--- src/rtl/traffic_lights_pkg.sv ---
// Shared types for the traffic-light monitor: decoded phase, lamp sample, lamp decode and
// a saturating 16-bit increment used when a phase length must include the current cycle.
package traffic_lights_pkg;

  typedef enum logic [3:0] {
    UNKNOWN     = 4'd0,
    RED         = 4'd1,
    RED_YELLOW  = 4'd2,
    GREEN       = 4'd3,
    GREEN_BLINK = 4'd4,
    YELLOW      = 4'd5,
    YEL_BLINK   = 4'd6,
    OFF         = 4'd7
  } phase_t;

  typedef struct packed {
    logic r;
    logic y;
    logic g;
  } lamp_t;

  // Dark and illegal combinations both map to UNKNOWN; callers tell them apart.
  function automatic phase_t decode_lamp(lamp_t l);
    case ({l.r, l.y, l.g})
      3'b100:  return RED;
      3'b110:  return RED_YELLOW;
      3'b001:  return GREEN;
      3'b010:  return YELLOW;
      default: return UNKNOWN;
    endcase
  endfunction

  function automatic logic [15:0] sat_inc16(logic [15:0] v);
    return (v == 16'hFFFF) ? v : v + 16'd1;
  endfunction

endpackage

--- src/rtl/tl_sat_counter.sv ---
// Saturating counter: sync clear > load-1 > increment, sticks at all-ones.
// Count visible the cycle after the control input; no backpressure.
module tl_sat_counter #(
  parameter int W = 16
) (
  input  logic         clk_i,
  input  logic         arst_n_i,
  input  logic         clr_i,
  input  logic         load_i,
  input  logic         inc_i,
  output logic [W-1:0] cnt_o
);

  always_ff @(posedge clk_i or negedge arst_n_i) begin
    if (!arst_n_i)
      cnt_o <= '0;
    else if (clr_i)
      cnt_o <= '0;
    else if (load_i)
      cnt_o <= {{(W-1){1'b0}}, 1'b1};
    else if (inc_i && (cnt_o != {W{1'b1}}))
      cnt_o <= cnt_o + {{(W-1){1'b0}}, 1'b1};
  end

endmodule

--- src/rtl/traffic_lights_monitor.sv ---
// Lamp observer: decodes phase, measures phase length and green blinks, flags sequence errors.
// All outputs registered one cycle after the lamp sample; pure observer, never stalls.
module traffic_lights_monitor
  import traffic_lights_pkg::*;
#(
  parameter logic [15:0] BLINK_HALF_PERIOD = 16'd500,
  parameter logic [15:0] GREEN_BLINKS_NUM  = 16'd4,
  parameter logic [15:0] DARK_TIMEOUT      = 16'd1000
) (
  input  logic        clk_i,
  input  logic        arst_n_i,
  input  logic        clr_i,
  input  logic        red_i,
  input  logic        yellow_i,
  input  logic        green_i,
  output logic [3:0]  phase_o,
  output logic        event_valid_o,
  output logic [3:0]  event_phase_o,
  output logic [15:0] event_len_o,
  output logic [7:0]  event_blinks_o,
  output logic        seq_err_o,
  output logic        blink_err_o,
  output logic        err_sticky_o
);

  // A dark gap inside a blink phase must never be mistaken for lamps switched off.
  if (DARK_TIMEOUT <= BLINK_HALF_PERIOD) begin : g_bad_params
    $error("DARK_TIMEOUT must exceed BLINK_HALF_PERIOD");
  end

  phase_t      phase_q, nxt;
  lamp_t       lamp, prev_lamp;
  phase_t      dec;
  logic        dark, illegal, dark_hit, stay, legal, seqe, ev, blinke, blink_inc;
  logic [15:0] len_cnt, dark_cnt, ev_len;
  logic [7:0]  blink_cnt;

  assign lamp     = '{r: red_i, y: yellow_i, g: green_i};
  assign dec      = decode_lamp(lamp);
  assign dark     = (lamp == 3'b000);
  assign illegal  = !dark && (dec == UNKNOWN);
  assign dark_hit = dark && (phase_q != OFF) && (sat_inc16(dark_cnt) == DARK_TIMEOUT);

  always_comb begin
    stay  = (dec == phase_q) ||
            (phase_q == GREEN_BLINK && dec == GREEN) ||
            (phase_q == YEL_BLINK   && dec == YELLOW);
    legal = (phase_q == RED         && dec == RED_YELLOW) ||
            (phase_q == RED_YELLOW  && dec == GREEN) ||
            (phase_q == GREEN_BLINK && dec == YELLOW) ||
            (phase_q == YELLOW      && dec == RED) ||
            (phase_q == YEL_BLINK   && dec == RED);
    nxt   = phase_q;
    seqe  = 1'b0;
    if (illegal) begin
      nxt  = UNKNOWN;
      seqe = 1'b1;
    end else if (dark_hit) begin
      nxt = OFF;
    end else if (dark) begin
      if (phase_q == GREEN)       nxt = GREEN_BLINK;
      else if (phase_q == YELLOW) nxt = YEL_BLINK;
    end else if (phase_q == UNKNOWN || phase_q == OFF) begin
      nxt = dec;
    end else if (!stay) begin
      nxt  = dec;
      seqe = !legal;
    end
  end

  // An aborted (illegal) phase is discarded rather than reported.
  assign ev        = !illegal && (nxt != phase_q) && (phase_q != UNKNOWN) && (phase_q != OFF);
  assign ev_len    = dark_hit ? sat_inc16(len_cnt) : len_cnt;
  assign blinke    = ev && (phase_q == GREEN_BLINK) && (blink_cnt != GREEN_BLINKS_NUM[7:0]);
  assign blink_inc = (phase_q == GREEN_BLINK) && (prev_lamp == 3'b000) && (lamp == 3'b001);

  tl_sat_counter #(.W(16)) u_len_cnt (
    .clk_i(clk_i), .arst_n_i(arst_n_i), .clr_i(clr_i),
    .load_i(nxt != phase_q), .inc_i(1'b1), .cnt_o(len_cnt)
  );

  tl_sat_counter #(.W(16)) u_dark_cnt (
    .clk_i(clk_i), .arst_n_i(arst_n_i), .clr_i(clr_i || !dark),
    .load_i(1'b0), .inc_i(dark), .cnt_o(dark_cnt)
  );

  tl_sat_counter #(.W(8)) u_blink_cnt (
    .clk_i(clk_i), .arst_n_i(arst_n_i),
    .clr_i(clr_i || (nxt == GREEN_BLINK && phase_q != GREEN_BLINK)),
    .load_i(1'b0), .inc_i(blink_inc), .cnt_o(blink_cnt)
  );

  always_ff @(posedge clk_i or negedge arst_n_i) begin
    if (!arst_n_i) begin
      phase_q        <= UNKNOWN;
      prev_lamp      <= '0;
      event_valid_o  <= 1'b0;
      event_phase_o  <= '0;
      event_len_o    <= '0;
      event_blinks_o <= '0;
      seq_err_o      <= 1'b0;
      blink_err_o    <= 1'b0;
      err_sticky_o   <= 1'b0;
    end else if (clr_i) begin
      phase_q        <= UNKNOWN;
      prev_lamp      <= '0;
      event_valid_o  <= 1'b0;
      event_phase_o  <= '0;
      event_len_o    <= '0;
      event_blinks_o <= '0;
      seq_err_o      <= 1'b0;
      blink_err_o    <= 1'b0;
      err_sticky_o   <= 1'b0;
    end else begin
      phase_q       <= nxt;
      prev_lamp     <= lamp;
      event_valid_o <= ev;
      if (ev) begin
        event_phase_o  <= phase_q;
        event_len_o    <= ev_len;
        event_blinks_o <= (phase_q == GREEN_BLINK) ? blink_cnt : 8'd0;
      end
      seq_err_o    <= seqe;
      blink_err_o  <= blinke;
      err_sticky_o <= err_sticky_o || seqe || blinke;
    end
  end

  assign phase_o = phase_q;

endmodule

--- config.mk ---
export PLATFORM = sky130hd
export DESIGN_NAME = traffic_lights_monitor
export DESIGN_NICKNAME = d
export VERILOG_FILES = /design/src/rtl/traffic_lights_pkg.sv /design/src/rtl/tl_sat_counter.sv /design/src/rtl/traffic_lights_monitor.sv
export SDC_FILE = /design/constraint.sdc
export NUM_CORES = 1
export LEC_CHECK = 0
export BUFFER_PORTS_ARGS = -buffer_cell sky130_fd_sc_hd__clkbuf_2
export CORE_MARGIN = 5
export CORE_UTILIZATION = 50
export CTS_BUF_LIST = sky130_fd_sc_hd__clkbuf_8
export CTS_CLUSTER_DIAMETER = 40
export DETAILED_ROUTE_END_ITERATION = 10
export MAX_ROUTING_LAYER = met4
export PLACE_DENSITY = 0.75
export SETUP_SLACK_MARGIN = 0.1
export SLEW_MARGIN = 20
export SYNTH_ARGS = -nofsm -noshare
export SYNTH_HDL_FRONTEND = slang
export SYNTH_HIERARCHICAL = 1
export SYNTH_SLANG_ARGS = --single-unit
--- constraint.sdc ---
create_clock -name clk_i -period 4.5 [get_ports clk_i]
set_clock_uncertainty 0.1 [all_clocks]
set_input_delay 0.225 -clock clk_i [delete_from_list [all_inputs] [get_ports clk_i]]
set_output_delay 0.225 -clock clk_i [all_outputs]
set_load 0.01 [all_outputs]
[Yosys cells after proc, flatten, opt, wreduce, memory -nomap -nowiden]
Cells that the tools add are included.
Storage, ports and cells
  register bits: 79
  logic and storage cells: 123
Cells by class
  $add $sub $neg: 3
  equality and inequality tests: 27
  multiplexer cells: 36
  reduce and logical (&&, ||, !) cells: 43
Operators by type and width (number)
  $mux 16: 10
  $mux 4: 10
  $mux 8: 5
  $add 16x1->16 const B: 2
  $eq 16x16->1 const B: 2
  $ne 16x16->1 const B: 2
  $eq 4x3->1 const B: 6
  $logic_and 1x1->1: 20
  $eq 16x10->1 const B: 1
  $eq 4x2->1 const B: 4
  $pmux 3 s4: 1
  $logic_or 1x1->1: 11
  $mux 1: 9
  $add 8x1->8 const B: 1
  $eq 4x1->1 const B: 2
  $logic_not 4->1: 2
  $ne 4x3->1 const B: 2
  $ne 8x3->1 const B: 1
  $ne 8x8->1 const B: 1
  $eq 3x3->1 const B: 2
  $logic_not 3->1: 2
  $reduce_bool 2->1: 3
  $eq 4x4->1: 1
  $ne 4x4->1: 1
  other kinds (6): 8

[Longest topological paths before layout]
  depth in word-level cells: 19
  mapped depth: 14
  gate-level depth less buffers: 12

[Hierarchy]
The synthesis kept the hierarchy.
Modules (own cells, without submodules)
  traffic_lights_monitor: times used 1, cells each 379, area an instance 3145.5 µm²
  tl_sat_counter (u_dark_cnt ...): times used 2, cells each 102, area an instance 915.9 µm²
  tl_sat_counter (u_blink_cnt): times used 1, cells each 49, area an instance 466.7 µm²

[Least setup slack after synthesis]
No wires, ideal clock.
  kind: reg-to-reg
  start point: register u_dark_cnt.cnt_o[0]
  end point: register u_len_cnt.cnt_o[15]
  library setup time: 0.110 ns
  arrival: 3.529 ns
  required time: 4.290 ns
  setup slack: 0.761 ns
  cell stages (with the launch flop): 14
  buffers on the path: 3
  period minus slack after synthesis: 3.739 ns
  path through: dfrtp_1 -> ha_1 -> nand3_1 -> nor4_2 -> mux2_2 -> nor2_1 -> or3_1 -> clkbuf_1 -> clkbuf_1 -> a21oi_1 -> or3_1 -> or2_2 -> clkbuf_1 -> o41ai_1
Between the ends
  longest elaborated chain between the ends: 9
  elaborated cells on any way between the ends: 11
  classes of those cells: add/sub: 1; eq/ne: 3; mux: 5; reduce/logical: 2
RTL lines
  start, declared: line tl_sat_counter.sv:11  | output logic [W-1:0] cnt_o
  start signal, assigned: line tl_sat_counter.sv:20  | cnt_o <= {{(W-1){1'b0}}, 1'b1};
  start signal, assigned: line tl_sat_counter.sv:22  | cnt_o <= cnt_o + {{(W-1){1'b0}}, 1'b1};
  $add 16x1->16 or $eq 16x16->1 (tied branches): line traffic_lights_pkg.sv:34  | return (v == 16'hFFFF) ? v : v + 16'd1;
  $mux 16 (*): line traffic_lights_pkg.sv:34
  $eq 16x10->1 (*): line traffic_lights_monitor.sv:42  | assign dark_hit = dark && (phase_q != OFF) && (sat_inc16(dark_cnt) == DARK_TIMEOUT);
  $logic_and 1x1->1 (*): line traffic_lights_monitor.sv:42
  $mux 4 (*): line traffic_lights_monitor.sv:58  | end else if (dark_hit) begin
  $mux 4 (*): line traffic_lights_monitor.sv:55  | if (illegal) begin
  $ne 4x4->1 (*): line traffic_lights_monitor.sv:79  | .load_i(nxt != phase_q), .inc_i(1'b1), .cnt_o(len_cnt)
  $mux 16: line tl_sat_counter.sv:19  | else if (load_i)
  $mux 16: line tl_sat_counter.sv:17  | else if (clr_i)
  end signal, assigned: line tl_sat_counter.sv:20
  end signal, assigned: line tl_sat_counter.sv:22
  end, declared: line tl_sat_counter.sv:11
Every way passes the cells marked *; elsewhere a longest branch is shown, timed or not.
A chain may end at the register's enable or synchronous reset.

[Worst setup path in the final report]
  start point: register u_dark_cnt.cnt_o[0]
  end point: register event_phase_o[3]
Between the ends
  longest elaborated chain between the ends: 11
  elaborated cells on any way between the ends: 12
  classes of those cells: add/sub: 1; eq/ne: 3; mux: 3; reduce/logical: 5
RTL lines
  $add 16x1->16 or $eq 16x16->1 (tied branches): line traffic_lights_pkg.sv:34
  $mux 16 (*): line traffic_lights_pkg.sv:34
  $eq 16x10->1 (*): line traffic_lights_monitor.sv:42
  $logic_and 1x1->1 (*): line traffic_lights_monitor.sv:42
  $mux 4 (*): line traffic_lights_monitor.sv:58
  $mux 4 (*): line traffic_lights_monitor.sv:55
  $ne 4x4->1 (*): line traffic_lights_monitor.sv:72  | assign ev = !illegal && (nxt != phase_q) && (phase_q != UNKNOWN) && (phase_q != OFF);
  $logic_and 1x1->1 (*) (3 in series): line traffic_lights_monitor.sv:72
  $reduce_bool 2->1 (no source line) (*)
  end signal, assigned: line traffic_lights_monitor.sv:119  | event_phase_o <= phase_q;
  end, declared: line traffic_lights_monitor.sv:18  | output logic [3:0] event_phase_o,
Marked as above.

==> flow_metrics.tcl <==
set metrics [dict create \
    min_period_ps 4035 \
    drtIter0Drc 615 \
    critPathKind "register to register" \
    final-max-slew-violation-count 0 \
    peakVddDrop_mv 0.1627 \
    worstSetupStartpointType "register" \
    diodes 0 \
    syn2layout_area_growth_pct 9.630 \
    path_cells "ha_1, nand3_1, mux2_2, nor3_1, nand3_1, or4_1, a311o_1, and3_1, buf_4, a31o_2" \
    status "finished clean" \
    tritoncts "yes" \
    period_share_pct 89.66 \
    syn_area_mm2 0.005444 \
    rrSetupSlack_ps 470 \
    finalWirelength_um 14760 \
    rows 38 \
    path_clk_slew_ps 90 \
    h-tree-depth 3 \
    use_met3_pct 2.696 \
    clkPwrFrac_pct 35.5 \
    dr.pass1.iters 6 \
    cts_root_buf "clkbuf_8" \
    fmax_ghz 0.2478 \
    fillers 987 \
    min_path_type "primary input to register" \
    reg2regPathDepth 10 \
    chipWidth_um 114.3 \
    fin_area_mm2 0.005968 \
    die_h_um 114.3 \
    r2r-end "event_phase_o[3]" \
    yosysTopAreaCell "dfrtp_1" \
    synthDistinctLibCells 73 \
    synth_cells 632 \
    cp-end-kind "register" \
    vias 5218 \
    nNetsFinal 679 \
    worstSkewPairLatency_ps 360 \
    tightest_slew_ps 961.4 \
    drive_gt1_share_pct 11.89 \
    yosysTopAreaCellShare_pct 36.31 \
    crit_slowest_cell "or4_1" \
    max-slew-margin-rel_pct 35.84 \
    p_leak_nw 2.506 \
    grt-ovfl-total 0 \
    place_hpwl_um 10120 \
    cp_max_fo 17 \
    arrival_ps 4180 \
    synth.area.top_cells "dfrtp_1 (36%), mux2i_1 (4.2%), nand2_1 (3.8%)" \
    grt_usage_pct 23.18 \
    intPower_mw 1.114 \
    dpl_cell_area_mm2 0.005746 \
    swShare_pct 29.62 \
    cp-endpoint "event_phase_o[3]" \
    crit_start "u_dark_cnt/cnt_o[0]" \
    top_usage_layer "met2" \
    yosysSeqAreaShare_pct 36.31 \
    power_density_mw_per_mm2 265.3 \
    grt_pass1_wl_um 24160 \
    drt-wirelength-per-cell_um 18.16 \
    coreArea_mm2 0.01075 \
    hold_buffers 1 \
    switchingPower_uw 469.0 \
    first_global_vias 4951 \
    synth-seq-cells 79 \
    grt_max_degree 80 \
    combPwrFrac_pct 16.3 \
    port_buffers 41 \
    cp.required_ps 4650 \
    hold_viol_final 0 \
    numCtsBuffers 9 \
    r2r-start "u_dark_cnt/cnt_o[0]" \
    cts.sinks 79 \
    maxCapViolCount 0 \
    gr-usage-met2_pct 37.24 \
    routabilityCongestion 0.9575 \
    drc 0 \
    finalSetupViolations 0 \
    syn_avg_cell_area_um2 8.614 \
    synth_flop_cell "dfrtp_1" \
    cts_resized 0 \
    yosys_warnings 6 \
    cts_max_path_buffers 2 \
    cpMostUsedCell "nand3_1" \
    drtAntennaViolNets 0 \
    start_util_pct 50.66 \
    setup-tns-final_ps 0 \
    via_per_inst 6.418 \
    synth_edf_count 0 \
    cts_setup_buffers 0 \
    dieArea_mm2 0.01307 \
    rsz0062_at_grt "no" \
    use_met1_pct 30.18 \
    pin_count 42 \
    seq_power_share_pct 48.2 \
    async_flop_share_pct 100.0 \
    antenna_found_initial 0 \
    critical_path.max_stage_delay_ps 670 \
]
## Yosys cell counts, drive strengths merged (3+ instances only)
cell type,n
o21ai,29
nor2,26
o22ai,3
and4,11
nand2b,4
nor2b,8
nand3b,11
or2,6
a21o,6
dfrtp,79
xor2,4
o31ai,7
inv,23
and2,3
nand2,55
o41ai,5
nor3,24
buf,8
o211ai,7
o31a,3
o211a,6
nor4b,3
and3,18
mux2,5
a311oi,7
mux2i,23
a211oi,14
a31oi,13
ha,5
nand3,27
or3,27
or4,5
nand4b,4
clkbuf,28
nor3b,3
o21a,5
a21oi,36
o311ai,5
nor4,14
nand4,30
## layer usage
metal | routed length (um) | vias to the layer above
met5 | 0 | -
met2 | 7070 | 189
met1 | 6701 | 2506
li1 | - | 2494
met3 | 663 | 29
met4 | 329 | 0
## worst min-delay path by stage
stage | endpoint | slack [ps] | cells past startpoint | startpoint
after floorplan | blink_err_o | -170 | 0 | arst_n_i
after detailed placement | u_dark_cnt/cnt_o[15] | 370 | 1 | arst_n_i
after global placement | u_dark_cnt/cnt_o[14] | 340 | 1 | arst_n_i
after global routing | prev_lamp[2] | 250 | 3 | red_i
after CTS | prev_lamp[2] | 190 | 3 | red_i
final | prev_lamp[0] | 240 | 2 | green_i
## power groups by stage
stage / combinational, mW / sequential, mW / clock [mW]
floorplan: 0.183 / 0.771 / 0
global placement: 0.249 / 0.775 / 0
detailed placement: 0.254 / 0.776 / 0
CTS: 0.256 / 0.763 / 0.577
global route: 0.284 / 0.767 / 0.597
finish: 0.258 / 0.763 / 0.562
## final cells by class
class                   instances  area, um^2  share of cell area [%]
multi-input cells             506        3249                   54.44
flip-flops and latches         79        1977                   33.12
repair buffers                 48       266.5                   4.465
well taps                     140       175.2                   2.935
clock buffers                  11       151.4                   2.537
inverters                      24       91.34                   1.530
clock inverters                 5       57.56                  0.9644
## metrics by stage
step | hold slack [ps] | std cells | total power [mW] | util, % | setup slack, ps
floorplan | -170.6 | 645 | 0.9538 | - | 761.2
global placement | 337.9 | 796 | 1.024 | 53.47 | 617.2
detailed placement | 365.8 | 796 | 1.030 | 53.47 | 515.0
CTS | 190.8 | 813 | 1.596 | 55.51 | 524.5
global route | 250.7 | 813 | 1.647 | 55.54 | 163.6
finish | 235.1 | 813 | 1.583 | 55.54 | 465.1
## kinds of logic (layout without fill, tap and decap cells)
kind of cell    count (synthesis)  after routing  synth area share [%]
buf+inv                        60             88                 4.895
fa+ha+maj                       6              6                 1.333
other cells                     2             15                0.1380
xor+xnor                        6              6                0.9653
simple gates                  288            288                 30.59
compound gates                163            163                 20.50
flops                          79             79                 36.31
mux                            28             28                 5.263
## worst max-delay path: cells and delay by family, from the launching register on
family | cells | cell delay (ps)
AND/OR/NAND/NOR | 5 | 1610
multiplexers | 1 | 370
flip-flops | 1 | 460
buffers and inverters | 1 | 310
adder cells (fa/ha/maj) | 1 | 270
AO/OA/AOI/OAI | 2 | 810
## flip-flops by register name (all words and copies together), names as in the netlist
name	flops
prev_lamp	3
u_dark_cnt/cnt_o	16
event_valid_o	1
err_sticky_o	1
event_blinks_o	8
event_phase_o	4
seq_err_o	1
phase_o	4
event_len_o	16
blink_err_o	1
u_len_cnt/cnt_o	16
u_blink_cnt/cnt_o	8
## cells in the final DEF (no fill, tap or decap), drive strengths merged, types with 5 or more instances in the layout
cell type,netlist,layout
o311ai,5,5
mux2,5,5
nand4,30,30
nor2b,8,8
dfrtp,79,79
inv,23,24
o211ai,7,7
buf,8,7
nand2,55,55
nand3,27,27
a21o,6,6
ha,5,5
a21oi,36,36
nor2,26,26
o211a,6,6
or2,6,6
o21a,5,5
o31ai,7,7
nor3,24,24
a211oi,14,14
nand3b,11,11
a31oi,13,13
conb,2,15
clkbuf,28,51
o41ai,5,5
and3,18,18
nor4,14,14
o21ai,29,29
or4,5,5
a311oi,7,7
and4,11,11
or3,27,27
mux2i,23,23
(Power assumes the default switching activity.)
